`config.mk`:
```
export PLATFORM = sky130hd
export DESIGN_NAME = mem_access_sequencer
export DESIGN_NICKNAME = d
export VERILOG_FILES = /design/src/rtl/mem_access_sequencer.sv
export SDC_FILE = /design/constraint.sdc
export NUM_CORES = 1
export LEC_CHECK = 0
export BUFFER_PORTS_ARGS = -buffer_cell sky130_fd_sc_hd__clkbuf_2
export CAP_MARGIN = 0
export CORE_MARGIN = 3
export CORE_UTILIZATION = 50
export CTS_BUF_LIST = sky130_fd_sc_hd__clkbuf_16
export DETAILED_ROUTE_END_ITERATION = 7
export PLACE_DENSITY = 0.89
export SLEW_MARGIN = 20
export SYNTH_ARGS = -nofsm -noshare
export SYNTH_HDL_FRONTEND = slang
export SYNTH_SLANG_ARGS = --single-unit
```
`constraint.sdc`:
```
create_clock -name clk -period 5.4 [get_ports clk]
set_input_delay 1.08 -clock clk [delete_from_list [all_inputs] [get_ports clk]]
set_output_delay 1.08 -clock clk [all_outputs]
set_load 0.05 [all_outputs]
```
`src/rtl/mem_access_sequencer.sv`:
```
// mem_access_sequencer
//   Multi-cycle load/store sequencer sitting between a single-cycle RV32 core
//   and a request/acknowledge data bus. One load or store runs as one bus
//   transaction. stall freezes the core until the access completes, and load
//   data comes back sign- or zero-extended. Misaligned accesses are rejected
//   without touching the bus. An access that is not acknowledged within
//   TO_CYCLES bus cycles is aborted.
//
// Ports
//   clk, reset            rising-edge clock, asynchronous active-high reset
//   mem_rd, MemWrite      load / store request (MemWrite wins if both are set)
//   Store[1:0]            00 sw, 01 sh, 10 sb, 11 sw
//   Load[2:0]             000 lb, 001 lh, 010 lw, 100 lbu, 101 lhu, others lw
//   addr, wdata           byte address and store data from the core
//   stall                 holds the PC and suppresses register write-back
//   rdata, done           extended load result, valid with the done strobe
//   misalign, timeout     one-cycle error strobes
//   bus_req/we/addr/wdata/be   registered bus request, held until bus_ack
//   bus_rdata, bus_ack    bus response
module mem_access_sequencer #(
  parameter int unsigned TO_W      = 8,
  parameter int unsigned TO_CYCLES = 255
) (
  input  logic        clk,
  input  logic        reset,
  input  logic        mem_rd,
  input  logic        MemWrite,
  input  logic [1:0]  Store,
  input  logic [2:0]  Load,
  input  logic [31:0] addr,
  input  logic [31:0] wdata,
  output logic        stall,
  output logic [31:0] rdata,
  output logic        done,
  output logic        misalign,
  output logic        timeout,
  output logic        bus_req,
  output logic        bus_we,
  output logic [31:0] bus_addr,
  output logic [31:0] bus_wdata,
  output logic [3:0]  bus_be,
  input  logic [31:0] bus_rdata,
  input  logic        bus_ack
);

  typedef enum logic [1:0] {
    ST_IDLE = 2'd0,
    ST_BUS  = 2'd1,
    ST_DONE = 2'd2
  } state_t;

  // Last BUS-state count value before the access is abandoned.
  localparam logic [TO_W-1:0] TO_LAST_C = TO_W'(TO_CYCLES - 1);

  state_t            state_r, state_next_s;
  logic [TO_W-1:0]   cnt_r;
  logic [1:0]        addr_lo_r;
  logic [2:0]        load_r;
  logic              bus_req_r, bus_we_r, done_r, misalign_r, timeout_r;
  logic [31:0]       bus_addr_r, bus_wdata_r, rdata_r;
  logic [3:0]        bus_be_r;

  logic              req_s, aligned_s, issue_s, reject_s, stall_s;
  logic [1:0]        size_s;    // 00 byte, 01 half, 10 word
  logic [3:0]        be_s;
  logic [31:0]       wdata_s;

  // Pick the requested word lane out of the bus word and extend it.
  function automatic logic [31:0] load_extract(input logic [31:0] word,
                                               input logic [1:0]  lo,
                                               input logic [2:0]  ld);
    logic [31:0] sh_b;
    logic [31:0] sh_h;
    sh_b = word >> {lo, 3'b000};
    sh_h = word >> {lo[1], 4'b0000};
    case (ld)
      3'b000:  load_extract = {{24{sh_b[7]}}, sh_b[7:0]};
      3'b001:  load_extract = {{16{sh_h[15]}}, sh_h[15:0]};
      3'b100:  load_extract = {24'd0, sh_b[7:0]};
      3'b101:  load_extract = {16'd0, sh_h[15:0]};
      default: load_extract = word;
    endcase
  endfunction

  // Decode access size, alignment and store lane formatting from the core inputs.
  always_comb begin
    req_s   = mem_rd | MemWrite;
    size_s  = 2'b10;
    be_s    = 4'b1111;
    wdata_s = wdata;
    if (MemWrite) begin
      case (Store)
        2'b10: begin
          size_s  = 2'b00;
          be_s    = 4'b0001 << addr[1:0];
          wdata_s = {4{wdata[7:0]}};
        end
        2'b01: begin
          size_s  = 2'b01;
          be_s    = addr[1] ? 4'b1100 : 4'b0011;
          wdata_s = {2{wdata[15:0]}};
        end
        default: begin
          size_s  = 2'b10;
          be_s    = 4'b1111;
          wdata_s = wdata;
        end
      endcase
    end else begin
      // Reads always fetch the whole word; the lane is picked on return.
      be_s    = 4'b1111;
      wdata_s = 32'd0;
      case (Load[1:0])
        2'b00:   size_s = 2'b00;
        2'b01:   size_s = 2'b01;
        default: size_s = 2'b10;
      endcase
    end
    case (size_s)
      2'b00:   aligned_s = 1'b1;
      2'b01:   aligned_s = ~addr[0];
      default: aligned_s = (addr[1:0] == 2'b00);
    endcase
    issue_s  = (state_r == ST_IDLE) & req_s & aligned_s;
    reject_s = (state_r == ST_IDLE) & req_s & ~aligned_s;
  end

  // Next-state logic and the combinational stall decode (forced low in reset).
  always_comb begin
    state_next_s = state_r;
    stall_s      = 1'b0;
    case (state_r)
      ST_IDLE: begin
        if (issue_s) begin
          state_next_s = ST_BUS;
          stall_s      = 1'b1;
        end else begin
          state_next_s = ST_IDLE;
        end
      end
      ST_BUS: begin
        stall_s = 1'b1;
        if (bus_ack || (cnt_r == TO_LAST_C)) begin
          state_next_s = ST_DONE;
        end else begin
          state_next_s = ST_BUS;
        end
      end
      ST_DONE: state_next_s = ST_IDLE;
      default: state_next_s = ST_IDLE;
    endcase
    if (reset) begin
      stall_s = 1'b0;
    end else begin
      stall_s = stall_s;
    end
  end

  // State register.
  always_ff @(posedge clk or posedge reset) begin
    if (reset) begin
      state_r <= ST_IDLE;
    end else begin
      state_r <= state_next_s;
    end
  end

  // Bus request, wait counter, latched access info and result strobes.
  always_ff @(posedge clk or posedge reset) begin
    if (reset) begin
      cnt_r       <= '0;
      addr_lo_r   <= 2'b00;
      load_r      <= 3'b000;
      bus_req_r   <= 1'b0;
      bus_we_r    <= 1'b0;
      bus_addr_r  <= 32'd0;
      bus_wdata_r <= 32'd0;
      bus_be_r    <= 4'b0000;
      rdata_r     <= 32'd0;
      done_r      <= 1'b0;
      misalign_r  <= 1'b0;
      timeout_r   <= 1'b0;
    end else begin
      done_r     <= 1'b0;
      misalign_r <= 1'b0;
      timeout_r  <= 1'b0;
      case (state_r)
        ST_IDLE: begin
          if (issue_s) begin
            bus_req_r   <= 1'b1;
            bus_we_r    <= MemWrite;
            bus_addr_r  <= {addr[31:2], 2'b00};
            bus_wdata_r <= wdata_s;
            bus_be_r    <= be_s;
            addr_lo_r   <= addr[1:0];
            load_r      <= Load;
            cnt_r       <= '0;
          end else if (reject_s) begin
            misalign_r <= 1'b1;
          end else begin
            cnt_r <= '0;
          end
        end
        ST_BUS: begin
          if (bus_ack) begin
            bus_req_r <= 1'b0;
            rdata_r   <= bus_we_r ? 32'd0 : load_extract(bus_rdata, addr_lo_r, load_r);
            done_r    <= 1'b1;
            cnt_r     <= '0;
          end else if (cnt_r == TO_LAST_C) begin
            bus_req_r <= 1'b0;
            rdata_r   <= 32'd0;
            done_r    <= 1'b1;
            timeout_r <= 1'b1;
            cnt_r     <= '0;
          end else begin
            cnt_r <= cnt_r + TO_W'(1);
          end
        end
        default: begin
          cnt_r <= '0;
        end
      endcase
    end
  end

  assign stall     = stall_s;
  assign rdata     = rdata_r;
  assign done      = done_r;
  assign misalign  = misalign_r;
  assign timeout   = timeout_r;
  assign bus_req   = bus_req_r;
  assign bus_we    = bus_we_r;
  assign bus_addr  = bus_addr_r;
  assign bus_wdata = bus_wdata_r;
  assign bus_be    = bus_be_r;

endmodule
```
Word level (Yosys, flattened, before mapping)
Cells that the tools add are included.
{"block": "classes", "add_sub_neg": 1, "n_eq_ne": 12, "shift": 3, "muxes": 36, "bitwise": 6, "n_reduce_logical": 11}
{"operator": "$mux W32", "count": 4}
{"operator": "$pmux W32 S4", "count": 1}
{"operator": "$pmux W32 S2", "count": 1}
{"operator": "$mux W8", "count": 4}
{"operator": "$shr A32 B5 Y16", "count": 1}
{"operator": "$shr A32 B5 Y8", "count": 1}
{"operator": "$pmux W8 S2", "count": 1}
{"operator": "$mux W1", "count": 14}
{"operator": "$pmux W2 S2", "count": 3}
{"operator": "$add A8 B1 Y8 const B", "count": 1}
{"operator": "$eq A2 B1 Y1 const B", "count": 4}
{"operator": "$eq A8 B8 Y1 const B", "count": 1}
{"operator": "$logic_not A2 Y1", "count": 4}
{"operator": "$mux W4", "count": 2}
{"operator": "$pmux W4 S2", "count": 1}
{"operator": "$eq A3 B3 Y1 const B", "count": 2}
{"operator": "$ne A3 B3 Y1 const B", "count": 2}
{"operator": "$pmux W1 S2", "count": 3}
{"operator": "$mux W2", "count": 2}
{"operator": "$reduce_and A2 Y1", "count": 2}
{"operator": "$reduce_bool A2 Y1", "count": 2}
{"operator": "$shl A1 B2 Y4 const A", "count": 1}
{"operator": "$and A1 B1 Y1", "count": 3}
{"operator": "$eq A3 B1 Y1 const B", "count": 1}
{"operator": "7 further kinds", "count": 8}
{"block": "word_totals", "ff_bits": 118, "wordCells": 82}

Longest topological paths before layout
Gate-level depths: netlist (run 1).
{"block": "depth", "depth_word": 10, "depth_mapped": 8, "depth_no_buf": 7}

Least setup slack after synthesis (run 1)
OpenSTA, ideal clock, no wires.
{"block": "synth_timing", "path_kind": "input to output", "from": "in Store[0]", "to": "out stall", "t_arrival_ns": 2.726, "slack_ns": 1.594, "path_stages": 8, "path_buffers": 2, "cell_sequence": "inv_1 -> ha_1 -> mux2i_1 -> o211ai_2 -> nor4_4 -> buf_4 -> buf_4 -> o21a_1"}
{"block": "synth_via", "elab_chain_cells": 9, "word_cells_on_any_way": 11, "classes_between": "eq/ne: 3; mux: 6; bitwise: 1; reduce/logical: 1"}
{"element": "start: declaration", "line_no": "28", "text": "input logic [1:0] Store,"}
{"element": "$eq A2 B1 Y1 or $eq A2 B2 Y1 (tied branches)", "line_no": "92", "text": "case (Store)"}
{"element": "$pmux W2 S2 *", "line_no": "92"}
{"element": "$mux W2 *", "line_no": "91", "text": "if (MemWrite) begin"}
{"element": "$eq A2 B1 Y1 or $logic_not A2 Y1 (tied branches)", "line_no": "119", "text": "case (size_s)"}
{"element": "$pmux W1 S2 *", "line_no": "119"}
{"element": "$and A1 B1 Y1 *", "line_no": "124", "text": "issue_s = (state_r == ST_IDLE) & req_s & aligned_s;"}
{"element": "$mux W1 *", "line_no": "134", "text": "if (issue_s) begin"}
{"element": "$pmux W1 S2 *", "line_no": "132", "text": "case (state_r)"}
{"element": "$mux W1 *", "line_no": "152", "text": "if (reset) begin"}
{"element": "end: declaration", "line_no": "32", "text": "output logic stall,"}
Mark *: on every way between the ends. The rest lies on a longest branch, timed or not.

Worst setup path in the final report (run 1)
{"block": "layout_timing", "from": "in MemWrite", "to": "out stall"}
{"block": "layout_via", "elab_chain_cells": 7, "word_cells_on_any_way": 10, "classes_between": "eq/ne: 1; mux: 5; bitwise: 3; reduce/logical: 1"}
{"element": "start: declaration", "line_no": "27", "text": "input logic MemWrite,"}
{"element": "$mux W2", "line_no": "91"}
{"element": "$eq A2 B1 Y1 or $logic_not A2 Y1 (tied branches)", "line_no": "119"}
{"element": "$pmux W1 S2", "line_no": "119"}
{"element": "$and A1 B1 Y1 *", "line_no": "124"}
{"element": "$mux W1 *", "line_no": "134"}
{"element": "$pmux W1 S2 *", "line_no": "132"}
{"element": "$mux W1 *", "line_no": "152"}
Marked as above.

==> Flow_metrics.wiki, run 1 <==
{| class="wikitable"
! Metric !! Value
|-
| Setup crit end kind || primary output
|-
| N_diodes || 0
|-
| Setup TNS || 0 ps
|-
| Skew-Pair Late Insertion Delay || 410 ps
|-
| Height of the chip || 113.6 um
|-
| Part of the cycle the worst path needs || 67.16%
|-
| Proportion of netlist area held by the largest area contributor || 50.61%
|-
| Number of antenna violations at the first check in global routing || 0
|-
| Max Buffers Root-to-Sink || 2
|-
| Largest net degree at the start of global routing || 78
|-
| Kind of cell adding the most delay to the critical path || buffers and inverters
|-
| Std-Cell Core Area || between 0.01 and 0.015 mm2
|-
| Flop and latch count out of synthesis || 117
|-
| Arrival time worst endpoint || 2550 ps
|-
| R2r startpoint || done
|-
| RSZ-0062 raised after global routing || no
|-
| Max VDD drop || 0.5026 mV
|-
| Leftover overflow at the end of global routing || 0
|-
| Classification of the worst setup path || primary input to primary output
|-
| Hold buffer count at CTS || 0
|-
| Number of vias in the routed layout || approximately 4900
|-
| Launching instance or port of the critical path || MemWrite
|-
| Maximum net fanout on the critical path || 30
|-
| Area growth syn-to-layout || 26.36%
|-
| Async set or reset register ratio after synthesis || between 90% and 100%
|-
| Dpl hpwl || between 10000 and 15000 um
|-
| Dominant cell by count in the synthesized netlist || sky130_fd_sc_hd__dfrtp_1
|-
| Number of clock sinks || about 120
|-
| Sequential share of the synthesized area || 50.61%
|-
| Layer with the highest usage after global routing || met2
|-
| Wire length of the first global-routing pass || 24440 um
|-
| Cell depth of the worst flop-to-flop path || 4
|-
| Total CTS buffers || 17
|-
| Number of max-capacitance violations reported || 0
|-
| Syn Area/Cell || ~11 um2
|-
| Fraction of met3 tracks used by global routing || around 6.6%
|-
| Clock transition at the registers of the reported paths || 50 ps
|-
| Count of synthesis-stage warnings from yosys || 0
|-
| Count of H-tree levels built during CTS || 4
|-
| GR Layer Usage met2 || 38.56%
|-
| Number of remaining DRC errors || 0
|-
| Most frequent cell on the critical path || sky130_fd_sc_hd__clkbuf_2
|-
| Peak per-stage delay on the critical path || ~440 ps
|-
| DRC marker count from the first detailed-route iteration || between 300 and 400
|-
| Global placement routability congestion || 0.9039
|-
| Type of element launching the critical path || primary input
|-
| Prevailing post-synth register cell || sky130_fd_sc_hd__dfrtp_1
|-
| Antenna viol nets, final || 0
|-
| Clock period minus worst slack || between 3000 and 4000 ps
|-
| Ranking of synthesized cells by instance count || sky130_fd_sc_hd__dfrtp_1, sky130_fd_sc_hd__nand2_1, sky130_fd_sc_hd__inv_1
|-
| Cell Chain, Critical Path || clkbuf_2 > mux2i_1 > o211ai_2 > nor4_4 > o21a_1 > clkbuf_2
|-
| End point of the critical path || stall
|-
| Post-synthesis instance area || ~0.0058 mm2
|-
| # resized after CTS || 0
|-
| Final hold vios || 0
|-
| Nets || 831
|-
| Cell count after synthesis || 523
|-
| Critical path data required time || 4320 ps
|-
| Post-synth cell types || 55
|-
| Count of endpoints failing setup in the final report || 0
|-
| Count of pins over their slew limit || 0
|-
| Slowest stage cell, crit path || sky130_fd_sc_hd__clkbuf_2
|-
| Capture point of the worst reg-to-reg path || rdata[8]
|-
| Cell types occupying the most area after synthesis || sky130_fd_sc_hd__dfrtp_1, sky130_fd_sc_hd__mux2_1, sky130_fd_sc_hd__mux2_2, sky130_fd_sc_hd__nand2_1, sky130_fd_sc_hd__mux2i_1
|-
| IO Count || about 210
|-
| Dpl cells || 842
|-
| Static leakage power || 3.749 nW
|-
| Number of detailed-route iterations in the first pass || 5
|-
| Number of input and output port buffers inserted || 209
|-
| Routed length per instance || 17.07 um
|-
| # rows || 38
|-
| Number of cells in the finished layout apart from fillers || 872
|-
| Achievable clock frequency || 275.7 MHz
|-
| Status || finished clean
|-
| Total detailed-routing wirelength || 14890 um
|-
| Met1 usage in global routing || 30.24%
|-
| EDFF count, synth || 0
|-
| Cell accounting for the most synthesized area || sky130_fd_sc_hd__dfrtp_1
|-
| Via density per instance || approximately 5.6
|-
| Headroom to the max-slew limit || between 30% and 40%
|-
| Post-CTS Setup Inserts || 0
|-
| Worst-case register-to-register setup slack || 2810 ps
|-
| CTS tree || done
|-
| Worst min path class || flop to flop
|-
| Slew at the pin closest to its max-slew limit || 997.1 ps
|-
| Root buf cell || sky130_fd_sc_hd__clkbuf_16
|-
| Total number of cells along the worst setup path || 6
|-
| Areal power density over the cells || 658.8 mW/mm2
|-
| Die Span X || around 110 um
|-
| Critical path buffers and inverters || 2
|-
| Worst clock skew || between 7 and 8 ps
|-
| Initial core utilization || 52.22%
|-
| Total GRT Usage || between 20% and 30%
|-
| Fraction of layout instances using a drive strength above 1 || roughly two fifths
|-
| Number of global-route vias before repair || 5001
|-
| Die Area || 0.01290 mm2
|}
## power by group
part | switching (mW) | internal (mW)
Combinational | 1.80 | 0.612
Sequential | 0.251 | 1.24
Clock | 0.357 | 0.557
## sequential cells by signal, summed over array words and instances (netlist names)
name,count
misalign,1
addr_lo_r,2
load_r,3
done,1
bus_wdata,32
state_r,1
rdata,32
timeout,1
bus_we,1
cnt_r,8
bus_addr,30
bus_req,1
bus_be,4
## metal layers
layer  up-vias  wire (um)  part of all wire, %
met5         -          0                    0
met1      2349       5955                   40
met4         0        361                  2.4
met3        34       1296                  8.7
li1       2248          -                    -
met2       239       7272                   49
## worst min-delay path by stage
stage / start / endpoint / cells after the start
after floorplan: load_r[2] / load_r[2] / 1
after global placement: bus_addr[18] / bus_addr[18] / 1
after detailed placement: bus_req / bus_req / 1
after CTS: bus_addr[8] / bus_addr[8] / 1
after global routing: bus_addr[8] / bus_addr[8] / 1
final: bus_addr[8] / bus_addr[8] / 1
## layout by cell type (no fill, tap or decap), types with 15 or more instances in the layout
cell                        count
sky130_fd_sc_hd__a21oi_1       21
sky130_fd_sc_hd__clkbuf_16     17
sky130_fd_sc_hd__clkbuf_2     209
sky130_fd_sc_hd__dfrtp_1      117
sky130_fd_sc_hd__inv_1         40
sky130_fd_sc_hd__mux2_1        38
sky130_fd_sc_hd__mux2_2        26
sky130_fd_sc_hd__mux2i_1       18
sky130_fd_sc_hd__nand2_1       54
sky130_fd_sc_hd__nand3_1       21
sky130_fd_sc_hd__o21ai_0       29
sky130_fd_sc_hd__o221ai_1      15
## cell type report
class,instances,area (um2)
clock buffers,17,425.4
clock inverters,13,52.55
fillers,849,3767
inverters,40,152.6
multi-input cells,332,2501
flip-flops and latches,117,2928
well taps,140,175.2
repair buffers,213,1076
## worst reg2reg max path, cell delays in order, from the launching register on
cell                       delay [ps]
sky130_fd_sc_hd__dfrtp_1          540
sky130_fd_sc_hd__nand2b_1         830
sky130_fd_sc_hd__or2_0            660
sky130_fd_sc_hd__inv_2            220
sky130_fd_sc_hd__o21ai_0          250
## logic make-up (layout without fill, tap and decap cells)
family                     count (synthesis)  count (layout)  synth area share, %
and+or+nand+nor                          130             130                12.26
DFF                                      117             117                50.61
AOI/OAI and AO/OA                        112             112                13.86
muxes                                     83              83                15.96
buffers and inverters                     75             283                6.228
adders and majority gates                  4               4               0.8651
other                                      1               2              0.06482
xor gates and xnor gates                   1               1               0.1514
## stage by stage
stage               total power [mW]  cell area, um2  utilization, %  setup slack [ps]  hold slack, ps
floorplan                      3.345            5789               -              1219           482.2
global placement               3.843            6833           61.68              1793           465.7
detailed placement             3.921            6833           61.68              1757           472.0
CTS                            4.854            7311           65.99              1754           487.0
global route                   5.066            7311           65.99              1639           489.4
finish                         4.816            7311           65.99              1773           483.0
Power figures use the tool's default switching activity.
==> run 2, diff against run 1 <==
Settings changed: CORE_UTILIZATION 50 to 45, PLACE_DENSITY 0.89 to 0.85.
Clock period 5.4 ns to 2.9 ns, I/O delays scaled along.
==> run 2 against run 1 <==
Clock-buffer cell count unchanged. Critical path depth up 2. Power up 95%. Setup slack worse by 1400 ps. Routed wire length down 0.62%. Final cell count up 3.9%. Global-route usage down 2.7 points. Clock power up 130%. Combinational power up 87%. Clock skew down 2.8 ps. Design area up 3.2%. Sequential power up 86%. Critical path type unchanged. Largest cell class unchanged.
==> Flow_metrics.wiki, run 2 (synthesis gave the netlist of run 1 again) <==
{| class="wikitable"
! Metric !! Value
|-
| Status || finished clean
|-
| Count of H-tree levels built during CTS || 4 (unchanged)
|-
| Largest net degree at the start of global routing || 75 (-3.8%)
|-
| Global placement routability congestion || 0.8522 (-5.7%)
|-
| Number of vias in the routed layout || 4813 (-1.2%)
|-
| Headroom to the max-slew limit || 39.92% (+6.4 points)
|-
| Routed length per instance || 16.33 um (-4.3%)
|-
| Wire length of the first global-routing pass || 24280 um (-0.65%)
|-
| Count of endpoints failing setup in the final report || 0 (unchanged)
|-
| Number of clock sinks || 117 (unchanged)
|-
| Fraction of layout instances using a drive strength above 1 || 39.30% (+1.0 points)
|-
| Skew-Pair Late Insertion Delay || 400 ps (about the same)
|-
| Die Area || 0.01425 mm2 (+11%)
|-
| Via density per instance || 5.312 (-4.9%)
|-
| Number of filler instances in the final layout || 1007 (+19%)
|-
| Capture point of the worst reg-to-reg path || rdata[8]
|-
| Root buf cell || sky130_fd_sc_hd__clkbuf_16
|-
| Number of input and output port buffers inserted || 209 (unchanged)
|-
| Setup crit end kind || primary output
|-
| Worst min path class || primary input to async pin
|-
| Nets || 835 (+0.48%)
|-
| Type of element launching the critical path || primary input
|-
| N_diodes || 0 (unchanged)
|-
| Total detailed-routing wirelength || 14790 um (-0.62%)
|-
| Max Buffers Root-to-Sink || 2 (unchanged)
|-
| Arrival time worst endpoint || 1920 ps (-630 ps)
|-
| Cell depth of the worst flop-to-flop path || 7 (+3)
|-
| Post-route cell area || 0.007547 mm2 (+3.2%)
|-
| Commonest cells after routing, fill and taps aside || sky130_fd_sc_hd__clkbuf_2, sky130_fd_sc_hd__dfrtp_1, sky130_fd_sc_hd__nand2_1, sky130_fd_sc_hd__inv_1, sky130_fd_sc_hd__mux2_1
|-
| R2r startpoint || cnt_r[0]
|-
| Antenna viol nets, final || 0 (unchanged)
|-
| Worst clock skew || 4.901 ps (-2.811 ps)
|-
| DRC marker count from the first detailed-route iteration || 348 (-2.0%)
|-
| Total CTS buffers || 17 (unchanged)
|-
| Dpl hpwl || 10880 um (-0.24%)
|-
| Number of global-route vias before repair || 4844 (-3.1%)
|-
| Worst-case register-to-register setup slack || 700 ps (-2110 ps)
|-
| Count of pins over their slew limit || 0 (unchanged)
|-
| Maximum net fanout on the critical path || 2 (-93%)
|-
| Final hold vios || 0 (unchanged)
|-
| Static leakage power || 3.835 nW (+2.3%)
|-
| Leftover overflow at the end of global routing || 0 (unchanged)
|-
| DP Area || 0.006952 mm2 (+1.7%)
|-
| IO Count || 212 (unchanged)
|-
| Slew at the pin closest to its max-slew limit || 899.3 ps (-97.77 ps)
|-
| Std-Cell Core Area || 0.01231 mm2 (+11%)
|-
| Setup TNS || 0 ps (unchanged)
|-
| Initial core utilization || 46.99% (-5.2 points)
|-
| Post-CTS Setup Inserts || 0 (unchanged)
|-
| Max VDD drop || 0.6644 mV (+32%)
|-
| Clock transition at the registers of the reported paths || 50 ps (about the same)
|-
| Height of the chip || 119.4 um (+5.1%)
|-
| Number of max-capacitance violations reported || 0 (unchanged)
|-
| Critical path data required time || 2320 ps (-2000 ps)
|-
| # resized after CTS || 0 (unchanged)
|-
| Areal power density over the cells || 1243 mW/mm2 (+89%)
|-
| Die Span X || 119.4 um (+5.1%)
|-
| Achievable clock frequency || between 300 and 400 MHz
|-
| Hold buffer count at CTS || 0 (unchanged)
|-
| Number of remaining DRC errors || 0 (unchanged)
|-
| # rows || 40 (+5.3%)
|-
| Clock period minus worst slack || around 2500 ps
|-
| Number of antenna violations at the first check in global routing || 0 (unchanged)
|-
| Most common cell after layout, fill and taps aside || sky130_fd_sc_hd__clkbuf_2
|-
| Classification of the worst setup path || primary input to primary output
|-
| RSZ-0062 raised after global routing || no
|-
| Total GRT Usage || 21.15% (-2.7 points)
|-
| CTS tree || done
|-
| Number of detailed-route iterations in the first pass || 4 (-1)
|-
| Part of the cycle the worst path needs || around 86%
|-
| Area growth syn-to-layout || 30.45%
|}
==> run 2: stage by stage <==
step	total power, mW	hold slack [ps]	util [%]	cells	setup slack [ps]
6_report	9.383	360.0	61.30	906	395.9
5_1_grt	9.859	377.3	61.30	906	272.8
4_1_cts	9.459	367.2	61.30	906	370.2
3_5_place_dp	7.317	472.9	56.46	874	346.6
3_3_place_gp	7.233	459.5	56.46	874	384.5
2_1_floorplan	6.230	482.2	-	524	94.07
==> run 2: worst max-delay path: stages <==
cell                       delay (ps)
sky130_fd_sc_hd__clkbuf_2          90
sky130_fd_sc_hd__inv_1             40
sky130_fd_sc_hd__ha_1             330
sky130_fd_sc_hd__mux2i_1          180
sky130_fd_sc_hd__o211ai_2         120
sky130_fd_sc_hd__nor4_4           230
sky130_fd_sc_hd__o21a_1           200
sky130_fd_sc_hd__buf_12           150
==> run 2: routing by layer <==
metal	vias up	part of all wire (%)	GRT usage, %
met4	0	2.0	8.375
li1	2269	-	-
met2	208	48	33.63
met3	29	8.4	6.790
met5	-	0	0
met1	2307	42	26.85
==> run 2: worst max-delay path by stage <==
stage | from | endpoint | slack, ps
after floorplan | Store[0] | stall | 90
after global placement | Store[0] | bus_addr[31] | 380
after detailed placement | Store[0] | bus_addr[27] | 350
after CTS | Store[0] | stall | 370
after global routing | Store[0] | stall | 270
final | Store[0] | stall | 400
==> run 2: area by class of cell <==
cell class / instances / area, um2 / area share, %
tap: 168 / 210.2 / 2.785
sequential: 117 / 2928 / 38.79
multi-input combinational: 332 / 2501 / 33.14
clock buffer: 17 / 425.4 / 5.637
inverter: 40 / 153.9 / 2.039
clock inverter: 15 / 170.2 / 2.255
timing repair buffer: 217 / 1159 / 15.35
==> run 2: report_power, final <==
part / switching (mW) / total (mW) / internal, mW
sequential: 0.466 / 2.77 / 2.30
combinational: 3.33 / 4.50 / 1.17
clock: 0.698 / 2.11 / 1.41
total: 4.50 / 9.38 / 4.88
